**config.mk**
```make
export PLATFORM = sky130hd
export DESIGN_NAME = sprite_line_writer
export DESIGN_NICKNAME = d
export VERILOG_FILES = /design/src/rtl/sprite_line_writer.sv
export SDC_FILE = /design/constraint.sdc
export NUM_CORES = 1
export LEC_CHECK = 0
export BUFFER_PORTS_ARGS = -buffer_cell sky130_fd_sc_hd__buf_2
export CORE_MARGIN = 2
export CORE_UTILIZATION = 48
export DETAILED_ROUTE_END_ITERATION = 6
export HOLD_SLACK_MARGIN = 0.03
export PLACE_DENSITY = 0.76
export SLEW_MARGIN = 30
export SYNTH_ARGS = -nofsm -noshare
export SYNTH_HDL_FRONTEND = slang
export SYNTH_SLANG_ARGS = --single-unit
```
**constraint.sdc**
```tcl
create_clock -name clk -period 2.6 [get_ports clk]
set_clock_uncertainty 0.15 [all_clocks]
set_input_delay 0.65 -clock clk [delete_from_list [all_inputs] [get_ports clk]]
set_output_delay 0.65 -clock clk [all_outputs]
set_load 0.03 [all_outputs]
```
**src/rtl/sprite_line_writer.sv**
```systemverilog
// Sprite row-slice writer for the scanline buffer: read-check-write per pixel, first opaque wins,
// plus a bank clear sweep. Optional collision flag under `SPRITE_COLLISION_EN.
module sprite_line_writer #(
   parameter int XLIM   = 256,
   parameter int CLRLEN = 512
) (
   input  logic        clk,
   input  logic        reset_n,
   input  logic        cmd_valid,
   output logic        cmd_ready,
   input  logic [8:0]  cmd_x,
   input  logic [31:0] cmd_pix,
   input  logic [6:0]  cmd_pal,
   input  logic        cmd_flip,
   input  logic        bank,
   input  logic        clr_req,
   input  logic        clr_bank,
   output logic        busy,
   output logic [9:0]  wadr,
   output logic [10:0] wdat,
   output logic        we,
   input  logic [10:0] rdat1,
   output logic        coll
);

   typedef enum logic [1:0] {IDLE, RD, WR, CLR} state_t;

   typedef struct packed {
      logic [8:0]  x;
      logic [31:0] pix;
      logic [6:0]  pal;
      logic        flip;
      logic        bank;
   } cmd_t;

   localparam logic [9:0] XLIM_W   = 10'(XLIM);
   localparam logic [8:0] CLR_LAST = 9'(CLRLEN - 1);

   state_t     state, state_n;
   cmd_t       cmd;
   logic [2:0] idx;
   logic [8:0] cnt;
   logic       clr_pend, clr_bank_q;
   logic [2:0] sel;
   logic [3:0] p;
   logic [8:0] px;
   logic       visible, under_clear, accept, clr_start, wr_ok;
   logic       unused_rd;

   assign unused_rd   = ^rdat1[10:4];
   assign sel         = cmd.flip ? (3'd7 - idx) : idx;
   assign p           = cmd.pix[{sel, 2'b00} +: 4];
   assign px          = cmd.x + 9'(idx);
   assign visible     = {1'b0, px} < XLIM_W;
   assign under_clear = (rdat1[3:0] == 4'd0);
   assign wr_ok       = (p != 4'd0) && visible && under_clear;

   assign cmd_ready = reset_n && (state == IDLE) && !clr_pend && !clr_req;
   assign accept    = cmd_valid && cmd_ready;
   assign busy      = (state != IDLE);
   assign clr_start = (state_n == CLR) && (state != CLR);

   always_ff @(posedge clk) begin
      if (!reset_n) state <= IDLE;
      else          state <= state_n;
   end

   always_comb begin
      state_n = state;
      unique case (state)
         IDLE: begin
            if (clr_req || clr_pend) state_n = CLR;
            else if (accept)         state_n = RD;
         end
         RD:  state_n = WR;
         WR: begin
            if (idx != 3'd7)             state_n = RD;
            else if (clr_pend || clr_req) state_n = CLR;
            else                         state_n = IDLE;
         end
         CLR: if (cnt == CLR_LAST) state_n = IDLE;
         default: state_n = IDLE;
      endcase
   end

   // Datapath registers: latched command, pixel index, clear counter and pending clear.
   always_ff @(posedge clk) begin
      if (!reset_n) begin
         cmd        <= '0;
         idx        <= '0;
         cnt        <= '0;
         clr_pend   <= 1'b0;
         clr_bank_q <= 1'b0;
      end else begin
         if (accept) begin
            cmd <= '{x: cmd_x, pix: cmd_pix, pal: cmd_pal, flip: cmd_flip, bank: bank};
            idx <= '0;
         end else if (state == WR) begin
            idx <= idx + 3'd1;
         end
         if (clr_start) begin
            cnt      <= '0;
            clr_pend <= 1'b0;
         end else begin
            if (state == CLR) cnt <= cnt + 9'd1;
            if (clr_req && (state == RD || state == WR)) clr_pend <= 1'b1;
         end
         // A request arriving mid-sweep is ignored, so its bank must not overwrite the live one.
         if (clr_req && state != CLR) clr_bank_q <= clr_bank;
      end
   end

   always_comb begin
      wadr = '0;
      wdat = '0;
      we   = 1'b0;
      unique case (state)
         RD: wadr = {cmd.bank, px};
         WR: begin
            wadr = {cmd.bank, px};
            if (wr_ok) begin
               we   = 1'b1;
               wdat = {cmd.pal, p};
            end
         end
         CLR: begin
            wadr = {clr_bank_q, cnt};
            we   = 1'b1;
         end
         default: ;
      endcase
   end

`ifdef SPRITE_COLLISION_EN
   logic coll_q;

   always_ff @(posedge clk) begin
      if (!reset_n)                                             coll_q <= 1'b0;
      else if (clr_start)                                       coll_q <= 1'b0;
      else if (state == WR && p != 4'd0 && visible && !under_clear) coll_q <= 1'b1;
   end

   assign coll = coll_q;
`else
   assign coll = 1'b0;
`endif

endmodule
```
Word level (Yosys, flattened, before mapping):

Cells that the tools add are included.

* bits in registers: 66
* bits of input ports: 66
* output and inout bits: 25
* logic and storage cells: 56

* add/sub/neg operators: 4
* magnitude comparators: 1
* equal/unequal tests: 7
* shift-type cells: 1
* muxes and demuxes: 12
* bitwise logic cells: 1
* reduce and logical (&&, ||, !) cells: 20

Operators by type and width (number)
* variable part select 32 x 6 -> 4 bit: 1
* 2-to-1 mux 11 bit: 2
* one-hot mux 10 bit (2 select lines): 1
* 2-to-1 mux 2 bit: 5
* adder 9 x 1 -> 9 bit (second input constant): 1
* adder 9 x 3 -> 9 bit: 1
* equality test 9 bit (second input constant): 1
* logical AND 1 bit: 9
* < comparator 9 bit (second input constant): 1
* one-hot mux 2 bit (4 select lines): 1
* equality test 2 bit (second input constant): 3
* OR reduction 2 bit: 3
* zero test 4 bit: 1
* nonzero test 4 bit: 1
* adder 3 x 1 -> 3 bit (second input constant): 1
* 2-to-1 mux 3 bit: 1
* != test 3 bit (second input constant): 1
* subtractor 3 bit (first input constant): 1
* equality test 2 x 1 -> 1 bit (second input constant): 1
* zero test 1 bit: 2
* zero test 2 bit: 1
* logical OR 1 bit: 2
* != test 2 bit (second input constant): 1
* one-hot mux 1 bit (2 select lines): 1
* 3 further kinds: 3

Depth between registers and ports, before layout:

Gate-level depths: netlist (run 1).

* depth in word-level cells: 11
* gate-level depth with buffers: 10
* depth with buffers taken out: 10

Worst setup path before layout (run 1):

No wires, ideal clock.

* path kind: register -> output
* start: reg idx[0]
* end: out wdat[10]
* arrival: 2.256 ns
* data required time: 1.800 ns
* path slack: -0.456 ns
* cell stages (with the launch flop): 9
* path buffers: 0
* path through: dfxtp_1 ha_1 fa_1 a21o_1 nand4_1 xnor2_1 nand4bb_1 a41oi_4 and2_1

* word-level cells in the longest chain between the ends: 8
* elaborated cells between the ends (all ways): 10
* classes of those cells: add/sub: 2; order compare: 1; shift: 1; mux: 3; reduce/logical: 3

Ends and longest elaborated chain
* from (decl): RTL line 41 `logic [2:0] idx;`
* from (signal assigned): RTL line 99 `idx <= idx + 3'd1;`
* subtractor 3 bit: RTL line 51 `assign sel = cmd.flip ? (3'd7 - idx) : idx;`
* 2-to-1 mux 3 bit: RTL line 51
* variable part select 32 x 6 -> 4 bit: RTL line 52 `assign p = cmd.pix[{sel, 2'b00} +: 4];`
* nonzero test 4 bit: RTL line 56 `assign wr_ok = (p != 4'd0) && visible && under_clear;`
* logical AND 1 bit (*) (2 in a row): RTL line 56
* 2-to-1 mux 11 bit (*): RTL line 121 `if (wr_ok) begin`
* 2-to-1 mux 11 bit (*): RTL line 117 `unique case (state)`
* to (decl): RTL line 20 `output logic [10:0] wdat,`

Every way passes the cells marked *; elsewhere a longest branch is shown, timed or not.

Final worst setup path (run 1):

* start: reg idx[1]
* end: out we

* word-level cells in the longest chain between the ends: 8
* elaborated cells between the ends (all ways): 10
* classes of those cells: add/sub: 2; order compare: 1; shift: 1; mux: 3; reduce/logical: 3

Ends and longest elaborated chain
* subtractor 3 bit: RTL line 51
* 2-to-1 mux 3 bit: RTL line 51
* variable part select 32 x 6 -> 4 bit: RTL line 52
* nonzero test 4 bit: RTL line 56
* logical AND 1 bit (*) (2 in a row): RTL line 56
* 2-to-1 mux 1 bit (*): RTL line 121
* one-hot mux 1 bit (2 select lines) (*): RTL line 117
* to (decl): RTL line 21 `output logic we,`

Marked as above.

==> reports/qor.yml, run 1 <==
run_status:
  status: "complete, but fails checks"
  violations: "setup timing"
grt:
  antenna_found_initial: 0
  grt_overflow: 0
  use_met1_pct: 29.1
  grtUsageMet2_pct: 38.7
  grtUsageTotal_pct: 23.1
  grt_pass1_wl_microns: 15400
  met3_usage_pct: 5.18
  first_global_vias: 3397
  grt_busiest_layer: "met2"
  grt_max_degree: 71
placed_design:
  place.gp.congestion: 0.889
  pre_cts_slack_ps: -455
  hpwlAfterDp_microns: 6290
  io_buffers: 82
clocking:
  cts_buffers: 9
  cts_max_level: 3
  clk_pin_slew_ps: 80
  clockBufferDepth: 2
  cts-root-buf: "clkbuf_8"
  cts_num_sinks: 66
  clk_latency_ps: 340
  cts_tree: "done"
route:
  via_count: 3539
  drt_iter0_drc: 227
  drt-vias-per-instance: 5.28
  wirelength_microns: 9770
  antenna_left: 0
  wire_per_inst_microns: 14.6
  drc: 0
  dr.pass1.iters: 5
sta:
  setup_viol: 19
  hold_viol: 0
  report.final.slew_viol_count: 0
  relSlewSlack_pct: 59.3
  min_period_over_period_pct: 125
  worst_slack_ps: -660
  fin_tns_setup_ps: -9220
  rsz0062_at_grt: "true"
  period_needed_ps: 3260
  fmax_mhz: 307
  worstMarginPinSlew_ps: 611
synthesis:
  async_reset_ff_share_pct: 0
  synth_area_leaders: "dfxtp_1 37%, nand2_1 11%, nand3_1 4.3%, ha_1 4.2%, o21ai_0 3.8%"
  yosysSeqAreaShare_pct: 36.7
  yosys_register_bits: 66
  ys_warn_count: 0
  synth_top_area_share_pct: 36.7
  yosysTopAreaCell: "dfxtp_1"
  syn_area_per_cell_sq_um: 7.83
  synthesis.area_sq_um: 3600
  synthFlopType: "dfxtp_1"
  syn_nets: 538
  synth_edf_count: 0
  synthCells: 459
  synth_cell_types: 53
worst_setup_path:
  crit_required_ps: 1800
  crit_path_end_kind: "output pin"
  cp-start-kind: "register"
  critPathKind: "register to output pin"
  crit_fanout: 11
  arrival_ps: 2460
  reg2reg_depth: 9
flow_run:
  maxCapViolations: 0
layout:
  fin_util_pct: 66.8
  layout-drive-gt1-share_pct: 35.2
  nNetsFinal: 645
  syn2layout_area_growth_pct: 34.7
  fillers: 605
  num_antenna_cells: 0
floorplan:
  rows: 31
  start_util_pct: 49.6
  die_w_microns: 90.6
  dieHeight_microns: 90.6
  coreArea_sq_um: 7250
  dieArea_sq_um: 8200
  num_io_pins: 91
pwr:
  p_leak_nw: 2.18
  power_density_nw_per_um2: 764
  vdd.ir_drop.worst_uv: 387
worst_hold_path:
  whs_path_depth: 2
  hp-class: "register to register"
-- layer usage --
metal | vias up | wire [microns]
met2 | 103 | 4770
met5 | - | 0
met3 | 10 | 470
met4 | 0 | 127
met1 | 1643 | 4400
li1 | 1783 | -
-- state kept, by name, summed over array words and instances, names as in the netlist --
| register | cells |
|---|---|
| cmd | 50 |
| cnt | 9 |
| idx | 3 |
| state | 2 |
| clr_bank_q | 1 |
| clr_pend | 1 |
-- synth_stat cells, drive strengths merged, types with 2 or more instances --
cell,instances
nand2,110
dfxtp,66
nor2,33
nand3,31
o21ai,29
clkbuf,21
a21oi,17
a22oi,14
o22ai,13
ha,12
inv,11
mux2i,10
and2,9
buf,9
xnor2,8
nor2b,7
xor2,6
and3,5
nand4,5
or2b,5
nor3b,4
a21o,3
a22o,3
nor3,3
o2bb2ai,3
a41oi,2
and3b,2
mux2,2
nand2b,2
nand3b,2
or2,2
-- logic make-up (layout without fill, tap and decap cells) --
group	Yosys count	after routing	synth area share (%)
multiplexers	12	12	3.41
buffers and inverters	41	153	6.26
AO/OA/AOI/OAI	89	89	16.6
adder cells (fa/ha/maj)	13	13	4.73
flip-flops	66	66	36.7
AND/OR/NAND/NOR	223	223	28.7
other	1	1	0.104
XOR/XNOR	14	14	3.41
-- worst paths after layout --
| check | from | endpoint | slack [ps] |
|---|---|---|---|
| setup reg to reg | idx[1] | cnt[2] | 220 |
| hold reg to reg | cmd[4] | cmd[4] | 310 |
| hold / removal | cmd[4] | cmd[4] | 310 |
| setup / recovery | idx[1] | we | -660 |
-- cells in the final DEF (no fill, tap or decap), types with 11 or more instances in the layout --
| cell | n |
|---|---|
| nor2_1 | 26 |
| o21ai_0 | 23 |
| buf_6 | 18 |
| a21oi_1 | 15 |
| buf_4 | 43 |
| buf_2 | 63 |
| inv_1 | 11 |
| dfxtp_1 | 60 |
| nand3_1 | 31 |
| nand2_1 | 108 |
-- critical path, stage by stage, from the launching register on --
cell and delay, ps:
dfxtp_4 370, buf_4 170, or3_2 440, o21ai_1 120
a21oi_1 100, a22oi_2 200, a41oi_4 150, buf_4 170
or2_4 220, buf_4 170
-- cell type report --
| cell class | instances | area (sq um) | area share [%] |
|---|---|---|---|
| timing repair buffer | 126 | 881 | 18.2 |
| inverter | 11 | 41.3 | 0.852 |
| tap | 99 | 124 | 2.56 |
| clock inverter | 7 | 93.8 | 1.94 |
| multi-input combinational | 352 | 2250 | 46.4 |
| clock buffer | 9 | 124 | 2.56 |
| sequential | 66 | 1330 | 27.5 |
-- through the flow --
step,instance area [sq um],hold slack [ps],total power [W],cells
CTS,4680,307,0.00353,665
global route,4840,322,0.00390,670
finish,4840,310,0.00370,670
global placement,4270,294,0.00249,644
detailed placement,4270,296,0.00253,644
floorplan,3650,284,0.00219,459
-- repair_timing --
action,in CTS,in global routing
resized for setup,45,32
hold buffers,0,0
pin swaps,13,17
setup endpoints to repair,22,24
setup buffers,6,6
-- power breakdown --
part,total [W],internal [W],switching [W]
combinational,0.00148,0.000620,0.000857
sequential,0.00127,0.00116,0.000118
clock,0.000947,0.000538,0.000410
total,0.00370,0.00231,0.00138
(Power assumes the default switching activity.)
==> run 2: changes to the inputs <==
--- a/config.mk
+++ b/config.mk
@@ -10,4 +10,5 @@
 export CORE_UTILIZATION = 48
 export DETAILED_ROUTE_END_ITERATION = 6
+export GPL_TIMING_DRIVEN = 0
 export HOLD_SLACK_MARGIN = 0.03
 export PLACE_DENSITY = 0.76
==> constraint.sdc (replaced) <==
create_clock -name clk -period 2.6 [get_ports clk]
set_clock_uncertainty 0.15 [all_clocks]
set_input_delay 0.13 -clock clk [delete_from_list [all_inputs] [get_ports clk]]
set_output_delay 0.13 -clock clk [all_outputs]
set_load 0.03 [all_outputs]
==> reports/qor.yml, run 2 (synthesis results as in run 1) <==
clocking:
  clk_latency_ps: 340
  cts_max_level: 3
  cts_num_sinks: 66
  cts_tree: "done"
  clk_pin_slew_ps: 70
  clockBufferDepth: 2
  cts-root-buf: "clkbuf_8"
  cts_buffers: 9
sta:
  report.final.slew_viol_count: 0
  min_period_over_period_pct: 111
  hold_viol: 0
  relSlewSlack_pct: 65.1
  worst_slack_ps: -296
  period_needed_ps: 2900
  worstMarginPinSlew_ps: 523
  setup_viol: 12
  rsz0062_at_grt: "true"
  fmax_mhz: 345
worst_setup_path:
  cp-start-kind: "register"
  crit_fanout: 10
  crit_buf_inv: 3
  crit_path_end_kind: "output pin"
  arrival_ps: 2620
  crit_required_ps: 2320
  cp_slowest_cell: "o21ai_0"
  max_stage_delay_ps: 380
  crit_top_cell: "buf_6"
  critPathKind: "register to output pin"
  path_delay_family: "compound AO/OA/AOI/OAI gates"
  cp_cell_sequence: "buf_4 > buf_6 > nor2b_2 > a21oi_1 > o21ai_0 > o22ai_2 > a41oi_4 > and2_4 > buf_6"
run_status:
  violations: "setup timing"
  status: "complete, but fails checks"
floorplan:
  dieHeight_microns: 90.6
  die_w_microns: 90.6
  rows: 31
  coreArea_sq_um: 7250
  start_util_pct: 49.6
  dieArea_sq_um: 8200
  num_io_pins: 91
route:
  drc: 0
  antenna_left: 0
  wire_per_inst_microns: 14.7
  wirelength_microns: 10500
  via_count: 3838
  drt-vias-per-instance: 5.38
  dr.pass1.iters: 5
  drt_iter0_drc: 294
layout:
  most-common-layout-cells: "110 x nand2_1, 73 x buf_2, 63 x dfxtp_1"
  instances_no_fill: 713
  num_antenna_cells: 0
  layout-drive-gt1-share_pct: 24.6
  largest_reg_flops: 50
  syn2layout_area_growth_pct: 39.5
  top_register: "cmd"
  final_common_cell: "nand2_1"
  nNetsFinal: 688
  top_regs: "cmd: 50 flops, cnt: 9 flops, idx: 3 flops"
flow_run:
  maxCapViolations: 0
grt:
  grt_pass1_wl_microns: 17100
  grt_overflow: 0
  first_global_vias: 3719
  antenna_found_initial: 0
  grt_max_degree: 12
  grtUsageTotal_pct: 25.4
placed_design:
  io_buffers: 81
  place.gp.congestion: 0.893
  place_inst: 639
  pre_cts_slack_ps: -392
  hpwlAfterDp_microns: 6930
pwr:
  vdd.ir_drop.worst_uv: 393
  p_leak_nw: 2.22
  power_density_nw_per_um2: 676
worst_hold_path:
  hp-class: "primary input to register"
run 2: cell count changes in the layout (fill, tap and decap cells not counted), moves of 4 or more:
cell	before	now
dlygate4sd3_1	0	52
buf_4	43	11
clkbuf_8	9	14
a22oi_2	5	1
buf_6	18	12
buf_2	63	73
a22oi_1	9	13
clkbuf_1	0	18
nor2_1	26	30
run 2: where the power goes:
part	switching, W	leakage (nW)	internal (W)
Clock	0.000397	0.0851	0.000367
Combinational	0.000803	1.60	0.000541
Sequential	0.000124	0.538	0.00116
run 2: through the flow:
stage	hold slack [ps]	util [%]	power, W	TNS [ps]	cell area, sq um
finish	227	69.2	0.00339	-2480	5020
global route	248	69.2	0.00360	-3220	5020
CTS	218	68.2	0.00335	-1680	4950
detailed placement	165	56.9	0.00249	-3260	4130
global placement	163	56.9	0.00245	-3100	4130
floorplan	78.9	-	0.00217	0	3600
run 2: worst min-delay path, cell delays in order:
cell     delay, ps
buf_2          100
a41o_1         170
a31oi_1        120
and2_1         150
run 2: worst paths after layout:
kind         cells after the start      start  slack, ps        to
min reg2reg                      2    cmd[33]        310   cmd[33]
max reg2reg                      9     idx[0]        200    cnt[2]
max                              9     idx[0]       -300   wdat[9]
min                              4  cmd_valid        230  state[1]
run 2: repair_timing:
| action | 4_1_cts | 5_1_grt |
|---|---|---|
| resized for setup | 31 | 18 |
| setup endpoints to repair | 13 | 18 |
| setup buffers | 3 | 3 |
| endpoints found under the hold margin | 52 | 0 |
| hold buffers | 52 | 0 |
| pin swaps | 9 | 7 |
run 2: routing by layer:
layer | GRT usage [%] | vias up | part of all wire, %
met3 | 3.76 | 19 | 5.7
li1 | - | 1869 | -
met4 | 9.74 | 0 | 1.8
met2 | 43.3 | 129 | 48
met5 | 0 | - | 0
met1 | 32.3 | 1821 | 44
run 2: layout make-up:
type,instances,area (sq um)
Buffer,30,184
Clock buffer,11,141
Timing Repair Buffer,139,1040
Inverter,11,41.3
Fill cell,595,2240
Multi-Input combinational cell,352,2130
Tap cell,99,124
Clock inverter,5,30.0
Sequential cell,66,1330
